File: src/rtl/poly_mult_ctrl.sv
// Sequencer for the pointwise coefficient multiplier: streams N operand reads,
// then writes the realigned multiplier results to the destination BRAM.
module poly_mult_ctrl #(
    parameter int N        = 1024,
    parameter int ADDR_W   = 10,
    parameter int RAM_LAT  = 1,
    parameter int LAT_PRE  = 4,
    parameter int LAT_NORM = 8
) (
    input  logic              clk,
    input  logic              rst,
    input  logic              start,
    input  logic              precomp_in,
    output logic              busy,
    output logic              done,
    output logic              rd_en,
    output logic [ADDR_W-1:0] rd_addr,
    output logic              mult_en,
    output logic              mult_precomp,
    input  logic [15:0]       mult_dout,
    output logic              wr_en,
    output logic [ADDR_W-1:0] wr_addr,
    output logic [15:0]       wr_data
);

    localparam int VLD_W = RAM_LAT + ((LAT_PRE > LAT_NORM) ? LAT_PRE : LAT_NORM);
    localparam logic [ADDR_W-1:0] LAST = ADDR_W'(N - 1);

    typedef enum logic [1:0] {
        S_IDLE  = 2'd0,
        S_RUN   = 2'd1,
        S_DRAIN = 2'd2,
        S_DONE  = 2'd3
    } state_t;

    state_t            state_q, state_d;
    logic              mode_q, mode_d;
    logic [ADDR_W-1:0] rd_cnt_q, rd_cnt_d;
    logic [ADDR_W-1:0] wr_cnt_q, wr_cnt_d;
    logic [VLD_W-1:0]  vld_q, vld_d;
    logic              wr_fire;

    // The valid tap follows the latched mode, so the write lands exactly L cycles after the read.
    assign wr_fire = mode_q ? vld_q[RAM_LAT+LAT_PRE-1] : vld_q[RAM_LAT+LAT_NORM-1];

    assign busy         = (state_q != S_IDLE);
    assign done         = (state_q == S_DONE);
    assign rd_en        = (state_q == S_RUN);
    assign rd_addr      = rd_cnt_q;
    assign mult_en      = (state_q == S_RUN) || (state_q == S_DRAIN);
    assign mult_precomp = mult_en & mode_q;
    assign wr_en        = wr_fire;
    assign wr_addr      = wr_cnt_q;
    assign wr_data      = mult_dout;

    always_comb begin
        state_d  = state_q;
        mode_d   = mode_q;
        rd_cnt_d = rd_cnt_q;
        wr_cnt_d = wr_cnt_q;
        vld_d    = {vld_q[VLD_W-2:0], rd_en};
        if (wr_fire && (wr_cnt_q != LAST)) begin
            wr_cnt_d = wr_cnt_q + ADDR_W'(1);
        end
        case (state_q)
            S_IDLE: begin
                if (start) begin
                    mode_d  = precomp_in;
                    state_d = S_RUN;
                end
            end
            S_RUN: begin
                if (rd_cnt_q == LAST) begin
                    state_d = S_DRAIN;
                end else begin
                    rd_cnt_d = rd_cnt_q + ADDR_W'(1);
                end
            end
            S_DRAIN: begin
                if (wr_fire && (wr_cnt_q == LAST)) begin
                    state_d = S_DONE;
                end
            end
            S_DONE: begin
                state_d  = S_IDLE;
                rd_cnt_d = '0;
                wr_cnt_d = '0;
                vld_d    = '0;
            end
            default: state_d = S_IDLE;
        endcase
    end

    always_ff @(posedge clk) begin
        if (rst) begin
            state_q  <= S_IDLE;
            mode_q   <= 1'b0;
            rd_cnt_q <= '0;
            wr_cnt_q <= '0;
            vld_q    <= '0;
        end else begin
            state_q  <= state_d;
            mode_q   <= mode_d;
            rd_cnt_q <= rd_cnt_d;
            wr_cnt_q <= wr_cnt_d;
            vld_q    <= vld_d;
        end
    end

endmodule

File: config.mk
export PLATFORM = sky130hd
export DESIGN_NAME = poly_mult_ctrl
export DESIGN_NICKNAME = d
export VERILOG_FILES = /design/src/rtl/poly_mult_ctrl.sv
export SDC_FILE = /design/constraint.sdc
export NUM_CORES = 1
export LEC_CHECK = 0
export CAP_MARGIN = 20
export CORE_UTILIZATION = 49
export CTS_BUF_LIST = sky130_fd_sc_hd__clkbuf_8
export CTS_CLUSTER_DIAMETER = 30
export DETAILED_ROUTE_END_ITERATION = 7
export HOLD_SLACK_MARGIN = 0.12
export PLACE_DENSITY = 0.88
export REMOVE_ABC_BUFFERS = 1
export SYNTH_ARGS = -nofsm -noshare
export SYNTH_HDL_FRONTEND = slang
export SYNTH_SLANG_ARGS = --single-unit
export TNS_END_PERCENT = 30
File: constraint.sdc
create_clock -name clk -period 3.9 [get_ports clk]
set_input_delay 1.17 -clock clk [delete_from_list [all_inputs] [get_ports clk]]
set_output_delay 1.17 -clock clk [all_outputs]
set_load 0.1 [all_outputs]
==> reports/metrics.cfg <==
[synthesis]
ys_ff_latch = 32
async_flop_share_pct = 0
synth-edff-count = 0
syn_avg_cell_area_sq_um = 8.806
ys_seq_area_share_pct = 39.54
syn_area_sq_mm = 0.001620
netlist_instances = 184
synthFlopType = dfxtp_1
ys_warn_count = 0
synth.distinct_cells = 43

[clock_tree]
cts_setup_buffers = 0
cts_inserted_buffers = 5
cts-root-buf = clkbuf_8
clockBufferDepth = 2
cts_sinks = 32
cts_tree = built
ctsResizeCount = 0
cts.clk_slew.worst_paths_ns = 0.07
clock_latency_ns = 0.29
holdBufCountCts = 0
htreeDepth = 2

[setup_path]
crit_chain = inv_1 > ha_1 > buf_4
slowest_stage = ha_1
worstPathRequired_ns = 2.73
cp_max_fo = 15
cpPeakStageDelay_ns = 0.47
worst_ep_arrival_time_ns = 1.59
cp-end-kind = primary output
crit_type = flip-flop to primary output
crit_path_start_kind = flip-flop

[timing]
skew_ns = 0.006523
fin_setup_tns_ns = 0
max_freq_ghz = 0.3618
slew_viol_final = 0
period_share_pct = 70.87
rsz0062_at_grt = false
slew_headroom_pct = 60.74
tightest_slew_ns = 0.5839
setup_viol = 0
min_period_ns = 2.764
hold_viol_final = 0

[final_layout]
ff_latch_area_sq_um = 640.6
mostFrequentLayoutCell = dfxtp_1
layout_common_cells = 32 x dfxtp_1, 27 x buf_4, 13 x nand2_1, 11 x nand3_1, 11 x nor2_1
antennaDiodeCount = 0
multi_input_area_sq_um = 810.8
fillerInstances = 307
drive_gt1_share_pct = 22.00
layout.nets = 225
area_delta_synth_final_pct = 14.75

[die]
fp-row-count = 20
dieHeight_microns = 59.51
start_util_pct = 52.22
core_sq_mm = 0.003103
die_w_microns = 59.51
die_area_sq_mm = 0.003541
ios = 62

[pwr]
p_sw_uw = 518.5
finalPower_mw = 1.107
p_int_uw = 588.5
power.share.combinational_pct = 43.1
power_density_mw_per_mm2 = 595.4
switching_share_pct = 46.84
pwr-share-clk_pct = 23.4
ir_drop_mv = 0.2901
pwr-share-seq_pct = 33.6
power_leakage_nw = 0.7354

[route]
drc_errors = 0
ant_nets = 0
route.met2.wl_microns = 1523
top_layer = met4
vias = 1382
first_iter_violations = 58
routedWlPerCell_microns = 14.36
firstDrtPassIters = 4
routed_via_density = 5.664
m1WireLength_microns = 1726
wirelength_microns = 3505
route.met3.wl_microns = 198

[grt]
antenna_found_initial = 0
grt_pass1_vias = 1191
grt_pass1_wl_microns = 5499
gr-total-overflow = 0
grtUsageTotal_pct = 21.84
grt_max_degree = 16

[place]
io_buffers = 29
dpl.hpwl_microns = 2524
place.gp.congestion = 0.7962

[status]
status = complete, no violations

[min_path]
min_path_type = flip-flop to flip-flop

[flow_run]
maxCapViolations = 0

[sequential cells by signal (all words and copies together) (netlist names)]
| register | count |
|---|---|
| mode_q | 1 |
| rd_addr | 10 |
| state_q | 2 |
| vld_q | 9 |
| wr_addr | 10 |
[Yosys cell counts (3+ instances only)]
library cell	number	area [sq um]
buf_4	16	120.1
o21ai_0	4	20.02
xor2_1	5	43.79
o22ai_1	3	18.77
and3_1	3	18.77
inv_1	6	22.52
o211ai_1	3	22.52
dfxtp_1	32	640.6
and2_1	10	62.56
nand4_1	3	18.77
clkbuf_1	7	26.28
o31ai_1	4	30.03
a21oi_1	10	50.05
nand3_1	11	55.05
nor2_1	11	41.29
or3_1	4	25.02
ha_1	6	75.07
nand2b_1	3	18.77
nand2_1	13	48.80
[metrics by stage]
step                hold WS (ns)  instance area (sq um)  setup slack, ns  instances  utilization, %
floorplan                 0.4057                   1474           0.5831        161               -
global placement          0.4094                   1762            1.102        235           56.77
detailed placement        0.4164                   1762            1.094        235           56.77
CTS                       0.4351                   1854            1.122        243           59.76
global route              0.4462                   1859            1.024        244           59.92
finish                    0.4308                   1859            1.136        244           59.92
[power by group through the flow]
stage / clock network, mW / logic [mW] / registers, mW
detailed placement: 0 / 0.478 / 0.378
CTS: 0.268 / 0.479 / 0.371
floorplan: 0 / 0.349 / 0.418
global placement: 0 / 0.471 / 0.377
global route: 0.280 / 0.502 / 0.375
finish: 0.259 / 0.477 / 0.371
[layer usage]
metal / vias up / global-route usage (%)
met5: - / 4.762
met4: 0 / 10.96
met3: 6 / 10.26
met2: 40 / 28.09
met1: 659 / 29.57
li1: 677 / -
[worst paths after layout]
path / from / end / slack, ns / depth (start not counted)
max: state_q[1] / rd_en / 1.14 / 3
min: vld_q[7] / vld_q[8] / 0.43 / 1
max reg2reg: wr_addr[0] / state_q[0] / 1.97 / 5
min reg2reg: vld_q[7] / vld_q[8] / 0.43 / 1
[cell type report]
type	count	share of cell area, %
multi-input cells	123	43.61
flip-flops and latches	32	34.45
repair buffers	31	12.79
clock buffers	5	3.701
well taps	44	2.961
clock inverters	3	1.279
inverters	6	1.211
[logic make-up after synthesis]
logic type                 synth area share [%]
and+or+nand+nor                           24.25
AOI/OAI and AO/OA                         15.99
DFF                                       39.54
buffers and inverters                     10.43
xor gates and xnor gates                  3.243
muxes                                     1.931
adders and majority gates                 4.633
[critical path: cells and delay by family, from the launching register on]
family | cells | cell delay [ns]
fa+ha+maj | 1 | 0.47
buf+inv | 2 | 0.47
flops | 1 | 0.35
(Power assumes the default switching activity.)
